--- config.mk ---
export PLATFORM = sky130hd
export DESIGN_NAME = img_out_capture
export DESIGN_NICKNAME = d
export VERILOG_FILES = /design/src/rtl/asip_mem_pkg.sv /design/src/rtl/sync_fifo.sv /design/src/rtl/img_out_capture.sv
export SDC_FILE = /design/constraint.sdc
export NUM_CORES = 1
export LEC_CHECK = 0
export ABC_AREA = 1
export CORE_MARGIN = 2
export CORE_UTILIZATION = 50
export DETAILED_ROUTE_END_ITERATION = 7
export PLACE_DENSITY_LB_ADDON = 0.25
export REMOVE_ABC_BUFFERS = 1
export SETUP_SLACK_MARGIN = 0.02
export SLEW_MARGIN = 15
export SYNTH_ARGS = -nofsm -noshare
export SYNTH_HDL_FRONTEND = slang
export SYNTH_SLANG_ARGS = --single-unit
--- constraint.sdc ---
create_clock -name CLK -period 6 [get_ports CLK]
set_input_delay 1.2 -clock CLK [delete_from_list [all_inputs] [get_ports CLK]]
set_output_delay 1.2 -clock CLK [all_outputs]
set_load 0.01 [all_outputs]
--- src/rtl/asip_mem_pkg.sv ---
// Shared memory-map constants and entry types for the ASIP image capture/load paths.
package asip_mem_pkg;

  localparam logic [31:0] OUT_IMG_BASE = 32'd262144;
  localparam logic [31:0] OUT_IMG_SIZE = 32'd65536;
  localparam int          OFS_W        = 16;

  typedef struct packed {
    logic [OFS_W-1:0] ofs;
    logic [7:0]       pix;
  } pix_entry_t;

  // Unsigned window test; the subtraction keeps the upper bound safe near 2**32.
  function automatic logic in_window(input logic [31:0] addr,
                                     input logic [31:0] base,
                                     input logic [31:0] size);
    logic [31:0] rel;
    rel = addr - base;
    return (addr >= base) && (rel < size);
  endfunction

endpackage

--- src/rtl/sync_fifo.sv ---
// Show-ahead synchronous FIFO: head_data is valid whenever !empty; a push is taken
// one cycle to visibility; when full, a push is accepted only alongside a pop.
module sync_fifo #(
  parameter int DEPTH = 16,
  parameter int WIDTH = 8
) (
  input  logic                     clk,
  input  logic                     rst,
  input  logic                     push,
  input  logic [WIDTH-1:0]         push_data,
  input  logic                     pop,
  output logic [WIDTH-1:0]         head_data,
  output logic                     full,
  output logic                     empty,
  output logic [$clog2(DEPTH):0]   count
);

  localparam int AW = $clog2(DEPTH);
  localparam logic [AW-1:0] PTR_ONE = 1;
  localparam logic [AW:0]   CNT_ONE = 1;
  localparam logic [AW:0]   CNT_MAX = DEPTH;

  logic [WIDTH-1:0] mem [DEPTH];
  logic [AW-1:0]    wr_ptr;
  logic [AW-1:0]    rd_ptr;
  logic             do_push;
  logic             do_pop;

  assign empty     = (count == '0);
  assign full      = (count == CNT_MAX);
  assign do_pop    = pop && !empty;
  assign do_push   = push && (!full || do_pop);
  assign head_data = mem[rd_ptr];

  // Storage is cleared on reset so the head outputs read as zero while empty.
  always_ff @(posedge clk) begin
    if (rst) begin
      wr_ptr <= '0;
      rd_ptr <= '0;
      count  <= '0;
      for (int i = 0; i < DEPTH; i++) begin
        mem[i] <= '0;
      end
    end else begin
      if (do_push) begin
        mem[wr_ptr] <= push_data;
        wr_ptr      <= wr_ptr + PTR_ONE;
      end
      if (do_pop) begin
        rd_ptr <= rd_ptr + PTR_ONE;
      end
      if (do_push && !do_pop) begin
        count <= count + CNT_ONE;
      end else if (do_pop && !do_push) begin
        count <= count - CNT_ONE;
      end
    end
  end

endmodule

--- src/rtl/img_out_capture.sv ---
// Snoops CPU stores into the output-image window and streams them as offset/pixel.
// One-cycle store-to-valid latency; stores arriving with the FIFO full and no pop are dropped.
module img_out_capture
  import asip_mem_pkg::*;
#(
  parameter logic [31:0] OUT_BASE = OUT_IMG_BASE,
  parameter logic [31:0] OUT_SIZE = OUT_IMG_SIZE,
  parameter int          DEPTH    = 16,
  parameter int          OFS_W    = 16
) (
  input  logic                     CLK,
  input  logic                     RST,
  input  logic [31:0]              data_mem_address_i,
  input  logic [31:0]              data_mem_in_data_i,
  input  logic                     data_mem_WE_i,
  output logic                     pix_valid_o,
  input  logic                     pix_ready_i,
  output logic [OFS_W-1:0]         pix_offset_o,
  output logic [7:0]               pix_data_o,
  output logic [$clog2(DEPTH):0]   fifo_count_o,
  output logic                     almost_full_o,
  output logic                     overflow_o,
  output logic [31:0]              pix_count_o,
  output logic                     done_o
);

  localparam int CW  = $clog2(DEPTH) + 1;
  localparam int EW  = $bits(pix_entry_t);
  localparam int EOW = EW - 8;
  localparam logic [CW-1:0] AF_LEVEL = DEPTH - 2;

  logic [31:0] rel_addr;
  logic        in_region;
  logic        pop_fire;
  logic        push_ok;
  logic        fifo_full;
  logic        fifo_empty;
  pix_entry_t  wr_entry;
  pix_entry_t  rd_entry;
  logic        unused_bits;

  assign rel_addr  = data_mem_address_i - OUT_BASE;
  assign in_region = data_mem_WE_i && in_window(data_mem_address_i, OUT_BASE, OUT_SIZE);
  assign pop_fire  = pix_valid_o && pix_ready_i;
  assign push_ok   = in_region && (!fifo_full || pop_fire);

  always_comb begin
    wr_entry     = '0;
    wr_entry.ofs = rel_addr[EOW-1:0];
    wr_entry.pix = data_mem_in_data_i[7:0];
  end

  assign unused_bits = ^{data_mem_in_data_i[31:8], rel_addr[31:EOW]};

  sync_fifo #(
    .DEPTH (DEPTH),
    .WIDTH (EW)
  ) u_fifo (
    .clk       (CLK),
    .rst       (RST),
    .push      (in_region),
    .push_data (wr_entry),
    .pop       (pix_ready_i),
    .head_data (rd_entry),
    .full      (fifo_full),
    .empty     (fifo_empty),
    .count     (fifo_count_o)
  );

  assign pix_valid_o   = !fifo_empty;
  assign pix_offset_o  = OFS_W'(rd_entry.ofs);
  assign pix_data_o    = rd_entry.pix;
  assign almost_full_o = (fifo_count_o >= AF_LEVEL);

  always_ff @(posedge CLK) begin
    if (RST) begin
      overflow_o <= 1'b0;
    end else if (in_region && !push_ok) begin
      overflow_o <= 1'b1;
    end
  end

  always_ff @(posedge CLK) begin
    if (RST) begin
      pix_count_o <= '0;
    end else if (push_ok && (pix_count_o != 32'hFFFF_FFFF)) begin
      pix_count_o <= pix_count_o + 32'd1;
    end
  end

  // Overshooting OUT_SIZE means the CPU rewrote pixels; done then stays low.
  assign done_o = (pix_count_o == OUT_SIZE) && fifo_empty;

endmodule
==> results.yml, run 1 <==
outcome:
  status: "complete, no violations"
flow_run:
  max_cap_viol_count: 0
grt:
  grt-ovfl-total: 0
  maximum_number_of_pins_on_one_net_before_global_route_repair: 97
  initial_antenna_violation_count: 1
  grt_usage_pct: 25.63
  first_global_vias: 14791
  grt_first_pass_wirelength_um: 82420
clocking:
  cts_setup_buffers: 0
  post_cts_resized: 0
  later_pin_clock_latency_in_the_skew_report_ns: 0.57
  cts_buf_count: 46
  tritoncts_num_sinks: 434
  cts.htree.levels: 2
  root_buffer_master: "sky130_fd_sc_hd__clkbuf_16"
  clk_path_buf_depth: 3
  cts_hold_buffers: 0
  clkTransAtPathRegs_ns: 0.06
  tritoncts: "done"
synth:
  yosys.area_share.simple_pct: 15.61
  seq_area_frac_synth_pct: 61.01
  synth_warnings: 0
  ys_seq_elements: 434
  mappedNetlistArea_mm2: 0.02054
  post_synth_inst_count: 1995
  synthAdderAreaFrac_pct: 0.7675
  ys_types: 42
  muxShareOfSynthArea_pct: 4.678
  synthesis.area_per_instance_um2: 10.30
  post_synthesis_share_of_cell_area_spent_on_xor_and_xnor_gates_pct: 0.1279
  synth-compound-area-share_pct: 10.16
  combinational_family_with_the_most_area_after_synthesis: "simple AND/OR/NAND/NOR gates"
setup_path:
  reg2regPathDepth: 16
  worst-endpoint-arrival_ns: 3.51
  cp-start-kind: "register"
  worstSetupEndpointType: "primary output"
  setup.worst_path.class: "reg -> out"
  path_max_fanout: 48
  crit-reg2reg-launch: "u_fifo.count[0]"
  cp_data_required_time_ns: 4.80
  worst_r2r_endpoint: "u_fifo.count[4]"
  setup.reg_to_reg.worst_slack_ns: 3.10
detailed_routing:
  drt-vias-per-instance: 5.652
  number_of_iterations_in_the_first_detailed_routing_pass: 6
  detail_route.wirelength_um: 53710
  total_via_count_in_the_routed_design: 14832
  drt-wirelength-per-cell_um: 20.47
  drt_drc_violations_left: 0
  detail-route-antenna-nets: 0
  detail_route.iter0.violations: 1338
timing:
  period_share_pct: 78.45
  fin_ws_ns: 1.293
  clock.fmax_mhz: 212.5
  report.final.slew_viol_count: 0
  fin_crit_ns: 4.707
  fin_skew_ns: 0.007706
  finalHoldViolCount: 0
  setup_viol_count_final: 0
  max_slew.worst_pin.slew_ns: 1.193
  max-slew-margin-rel_pct: 20.39
  rsz_0062_raised_after_global_routing: "no"
min_path:
  timing.hold.worst.start: "overflow_o"
  holdPathEnd: "overflow_o"
  hold_path_depth: 1
  timing.hold.worst.class: "reg -> reg"
die:
  std_cell_rows: 74
  die-area_mm2: 0.04272
  initial_utilization_pct: 50.54
  core-area_mm2: 0.04065
  floorplan.io_pins: 133
  die_x_um: 206.7
  die-height_um: 206.7
cells_and_area:
  final_core_utilization_pct: 57.60
  syn_to_final_growth_pct: 13.97
  ant_cells: 0
  final_design_area_no_fill_mm2: 0.02341
  fin_cells: 2624
  design.final.nets: 2135
  drive_gt1_share_pct: 7.744
place:
  placement.setup.worst_slack_ns: 1.419
  gp_congestion: 0.8633
  place_inst: 2539
  portBuffers: 108
  postPlaceCellArea_mm2: 0.02190
  dp_hpwl_um: 30960
power_and_ir_drop:
  power.static_leakage_uw: 0.008953
  pwr_density_cell_mw_per_mm2: 350.1
  peakVddDrop_mv: 0.2169
## cell families (layout without fill, tap and decap cells)
| group | count (synthesis) | in the layout |
|---|---|---|
| compound gates | 366 | 366 |
| mux | 96 | 96 |
| xor+xnor | 3 | 3 |
| flops | 434 | 434 |
| buf+inv | 352 | 449 |
| fa+ha+maj | 12 | 12 |
| simple gates | 732 | 732 |
## worst max-delay path: stages, from the launching register on
cell and delay, ns:
sky130_fd_sc_hd__dfxtp_4 0.76, sky130_fd_sc_hd__inv_2 0.57, sky130_fd_sc_hd__buf_4 0.44, sky130_fd_sc_hd__o21ai_0 0.32, sky130_fd_sc_hd__o211ai_1 0.15, sky130_fd_sc_hd__nand2_1 0.15, sky130_fd_sc_hd__clkdlybuf4s50_1 0.54
## cell usage in the layout (no fill, tap or decap), drive strengths merged
master / n
o31ai: 1
nor2: 484
xnor2: 2
clkinv: 14
buf: 40
nand3: 62
nand3b: 3
nand4: 16
o21ai: 155
o21a: 2
nor3: 18
or4: 1
clkdlybuf4s50: 108
clkbuf: 67
a211oi: 3
bufinv: 4
or2: 1
fa: 1
nand2: 143
inv: 216
nor4: 4
edfxtp: 384
o211ai: 96
ha: 11
xor2: 1
a21oi: 109
mux2i: 96
dfxtp: 50
## power by group
group / switching (µW) / internal [µW]
logic: 1060 / 733
registers: 147 / 3400
clock network: 1160 / 1710
total: 2360 / 5840
## flip-flops by register name, indices dropped and copies added, names as in the netlist, named ones only
signal	flops
u_fifo.mem	384
pix_count_o	32
u_fifo.count	5
u_fifo.rd_ptr	4
u_fifo.wr_ptr	4
overflow_o	1
## layer usage
layer	track usage (%)	vias up	part of all wire, %
li1	-	6928	-
met1	33.04	7139	40
met2	43.87	653	49
met3	5.479	110	9.1
met4	7.168	2	2.5
met5	0	-	0.022
## worst max-delay path by stage
| stage | to | slack (ns) | cells after the start |
|---|---|---|---|
| 6_report | pix_offset_o[14] | 1.29 | 6 |
| 5_1_grt | pix_offset_o[14] | 1.11 | 6 |
| 2_1_floorplan | pix_data_o[3] | -2.26 | 4 |
| 4_1_cts | pix_offset_o[14] | 1.25 | 6 |
| 3_3_place_gp | u_fifo.count[4] | 1.46 | 20 |
| 3_5_place_dp | u_fifo.count[4] | 1.42 | 20 |
## through the flow
stage	power (µW)	setup TNS, ns	hold slack (ns)
6_report	8197	0	0.4740
5_1_grt	8544	0	0.4973
4_1_cts	8233	0	0.4740
3_5_place_dp	5391	0	0.4567
3_3_place_gp	5349	0	0.4546
2_1_floorplan	4833	-53.87	0.4468
## cells in the mapped netlist
master	count	area (µm²)
sky130_fd_sc_hd__mux2i_1	96	960.9
sky130_fd_sc_hd__nand3_1	54	270.3
sky130_fd_sc_hd__xor2_1	1	8.760
sky130_fd_sc_hd__a211oi_1	3	22.52
sky130_fd_sc_hd__a21oi_1	109	545.5
sky130_fd_sc_hd__inv_1	212	795.8
sky130_fd_sc_hd__ha_1	11	137.6
sky130_fd_sc_hd__or2_2	1	6.260
sky130_fd_sc_hd__nor2_1	455	1708
sky130_fd_sc_hd__nor2_8	2	40.04
sky130_fd_sc_hd__edfxtp_1	384	11530
sky130_fd_sc_hd__o21ai_0	155	775.7
sky130_fd_sc_hd__buf_8	1	15.01
sky130_fd_sc_hd__buf_6	26	292.8
sky130_fd_sc_hd__clkbuf_8	1	13.76
sky130_fd_sc_hd__dfxtp_1	50	1001
sky130_fd_sc_hd__nor2_4	4	45.04
sky130_fd_sc_hd__nor2_2	23	143.9
sky130_fd_sc_hd__buf_4	2	15.01
sky130_fd_sc_hd__nand2_2	3	18.77
sky130_fd_sc_hd__nor4_1	4	25.02
sky130_fd_sc_hd__nand4_2	1	12.51
sky130_fd_sc_hd__inv_2	3	11.26
sky130_fd_sc_hd__nand3_2	4	40.04
sky130_fd_sc_hd__nand3b_1	3	22.52
sky130_fd_sc_hd__o211ai_1	96	720.7
sky130_fd_sc_hd__o31ai_1	1	7.510
sky130_fd_sc_hd__nand4_1	14	87.58
sky130_fd_sc_hd__nor3_2	1	10.01
sky130_fd_sc_hd__nand2_1	131	491.7
sky130_fd_sc_hd__buf_1	9	33.78
sky130_fd_sc_hd__nand3_4	4	70.07
sky130_fd_sc_hd__xnor2_1	2	17.52
sky130_fd_sc_hd__fa_1	1	20.02
sky130_fd_sc_hd__nand4_4	1	21.27
sky130_fd_sc_hd__clkbuf_1	76	285.3
sky130_fd_sc_hd__clkinv_1	1	3.750
sky130_fd_sc_hd__or4_1	1	7.510
sky130_fd_sc_hd__nand2_4	9	101.4
sky130_fd_sc_hd__buf_2	21	105.1
sky130_fd_sc_hd__nor3_1	17	85.08
sky130_fd_sc_hd__o21a_1	2	15.01
## area by class of cell
cell class              count  area (µm²)
repair buffers            148        1444
flip-flops and latches    434       12540
clock inverters            18       180.2
fillers                  3409       17240
clock buffers              67        1331
multi-input cells        1209        6439
inverters                 216       810.8
well taps                 532       665.6
No activity file was read; power rests on OpenSTA's default activity.
==> run 2: changes to the inputs <==
==> constraint.sdc (replaced) <==
create_clock -name CLK -period 3.8 [get_ports CLK]
set_input_delay 0.76 -clock CLK [delete_from_list [all_inputs] [get_ports CLK]]
set_output_delay 0.76 -clock CLK [all_outputs]
set_load 0.01 [all_outputs]
==> run 2 against run 1 <==
Combinational power up 69%. Via count grew 0.17%. Die area did not move. Global-route usage is 0.14 points lower. Clock skew grew 0.013 ns. Power is 60% higher. Hold slack lost 0.0011 ns. Utilization grew 0.74 points. Critical path type unchanged.
==> results.yml, run 2 (synthesized netlist as in run 1, its figures left out) <==
clocking:
  root_buffer_master: "sky130_fd_sc_hd__clkbuf_16"
  tritoncts_num_sinks: 434
  cts_setup_buffers: 0
  clkTransAtPathRegs_ns: 0.06
  cts_hold_buffers: 0
  later_pin_clock_latency_in_the_skew_report_ns: 0.59
  clk_path_buf_depth: 3
  cts_buf_count: 46
  cts.htree.levels: 2
  tritoncts: "done"
  post_cts_resized: 0
cells_and_area:
  design.final.nets: 2150
  fillerInstances: 3346
  mostFrequentLayoutCells: "sky130_fd_sc_hd__nor2_1, sky130_fd_sc_hd__edfxtp_1, sky130_fd_sc_hd__inv_1"
  syn_to_final_growth_pct: 15.43
  top_regs: "u_fifo.mem: 384 flops, pix_count_o: 32 flops, u_fifo.count: 5 flops"
  largest_reg_flops: 384
  ant_cells: 0
  ff_latch_area_mm2: 0.01254
  multiInputGateArea_mm2: 0.006439
  final_design_area_no_fill_mm2: 0.02371
  mostFrequentLayoutCell: "sky130_fd_sc_hd__nor2_1"
  drive_gt1_share_pct: 8.646
  registers.top_by_ff_count: "u_fifo.mem"
grt:
  maximum_number_of_pins_on_one_net_before_global_route_repair: 77
  initial_antenna_violation_count: 0
  first_global_vias: 14483
  grt_first_pass_wirelength_um: 81550
  grt_usage_pct: 25.49
  grt-ovfl-total: 0
timing:
  fin_crit_ns: 3.500
  max_slew.worst_pin.slew_ns: 0.9185
  fin_skew_ns: 0.02107
  report.final.slew_viol_count: 0
  period_share_pct: 92.09
  rsz_0062_raised_after_global_routing: "no"
  max-slew-margin-rel_pct: 38.76
  setup_viol_count_final: 0
  fin_ws_ns: 0.3004
  finalHoldViolCount: 0
  clock.fmax_mhz: 285.8
detailed_routing:
  drt_drc_violations_left: 0
  drt-vias-per-instance: 5.634
  total_via_count_in_the_routed_design: 14857
  detail_route.wirelength_um: 53250
  detail_route.iter0.violations: 1367
  detail-route-antenna-nets: 0
  number_of_iterations_in_the_first_detailed_routing_pass: 6
  drt-wirelength-per-cell_um: 20.19
setup_path:
  crit_path_buffers_inverters: 3
  setup.worst_path.class: "reg -> out"
  crit_path_top_delay_cell: "sky130_fd_sc_hd__clkdlybuf4s50_1"
  reg2regPathDepth: 10
  critPathMaxStageDelay_ns: 0.50
  path_max_fanout: 32
  critical_path_cell_count: 6
  worstSetupEndpointType: "primary output"
  worst_path_dominant_cell_family: "buffers and inverters"
  cp_data_required_time_ns: 3.04
  cp-start-kind: "register"
  cp_cell_sequence: "inv_2 > buf_12 > o21ai_0 > o211ai_1 > nand2_1 > clkdlybuf4s50_1"
  worst-endpoint-arrival_ns: 2.74
power_and_ir_drop:
  pwr_density_cell_mw_per_mm2: 552.7
  peakVddDrop_mv: 0.3799
  net-switching-power_uw: 3737
  cell_internal_pwr_uw: 9370
  power.static_leakage_uw: 0.009092
  p_sw_share_pct: 28.51
  power.combinational.fraction_pct: 23.2
  power.clock.fraction_pct: 35.2
  share_seq_of_total_power_pct: 41.6
die:
  core-area_mm2: 0.04065
  die-area_mm2: 0.04272
  std_cell_rows: 74
  die-height_um: 206.7
  die_x_um: 206.7
  initial_utilization_pct: 50.54
  floorplan.io_pins: 133
place:
  gp_congestion: 0.8579
  portBuffers: 108
  placement.setup.worst_slack_ns: 0.1366
  dp_hpwl_um: 30020
  postPlaceCellArea_mm2: 0.02216
min_path:
  hold_path_depth: 2
  timing.hold.worst.class: "reg -> reg"
outcome:
  status: "complete, no violations"
flow_run:
  max_cap_viol_count: 0
run 2: path summary, 6_finish.rpt:
check / endpoint / start / slack, ns
setup / recovery: pix_offset_o[4] / register / 0.30
hold / removal: register / u_fifo.rd_ptr[2] / 0.47
setup reg to reg: pix_count_o[1] / pix_count_o[1] / 1.07
hold reg to reg: register / u_fifo.rd_ptr[2] / 0.47
run 2: metal layers:
layer | global-route usage (%) | vias to the layer above | routed length (µm)
met2 | 43.56 | 570 | 26330
met1 | 32.97 | 7225 | 21230
li1 | - | 6950 | -
met4 | 8.283 | 0 | 1485
met5 | 0 | - | 0
met3 | 4.662 | 112 | 4203
run 2: layout make-up:
type	count	area share [%]
Timing Repair Buffer	163	7.197
Clock buffer	59	5.234
Sequential cell	434	52.89
Tap cell	532	2.807
Inverter	216	3.419
Multi-Input combinational cell	1209	27.15
Clock inverter	24	1.303
run 2: per-stage QoR:
step                utilization [%]  hold slack (ns)  instances  total power, µW  TNS (ns)
finish                        58.34           0.4728       2637            13110         0
floorplan                         -           0.4468       1859             7564    -96.11
global route                  58.34           0.4870       2637            13640         0
detailed placement            54.53           0.4518       2554             8574         0
global placement              54.53           0.4539       2554             8524         0
CTS                           58.34           0.4747       2637            13170         0
run 2: tightest hold or removal path, cell delays in order, from the launching register on:
cell and delay (ns):
sky130_fd_sc_hd__dfxtp_1 0.32, sky130_fd_sc_hd__inv_1 0.05, sky130_fd_sc_hd__a21oi_1 0.06
run 2: power groups by stage:
stage                     Combinational, µW  Sequential, µW  Clock [µW]
after floorplan                        1710            5850           0
after global placement                 2980            5540           0
after detailed placement               3020            5550           0
after CTS                              3040            5450        4680
after global routing                   3320            5470        4850
final                                  3030            5450        4620
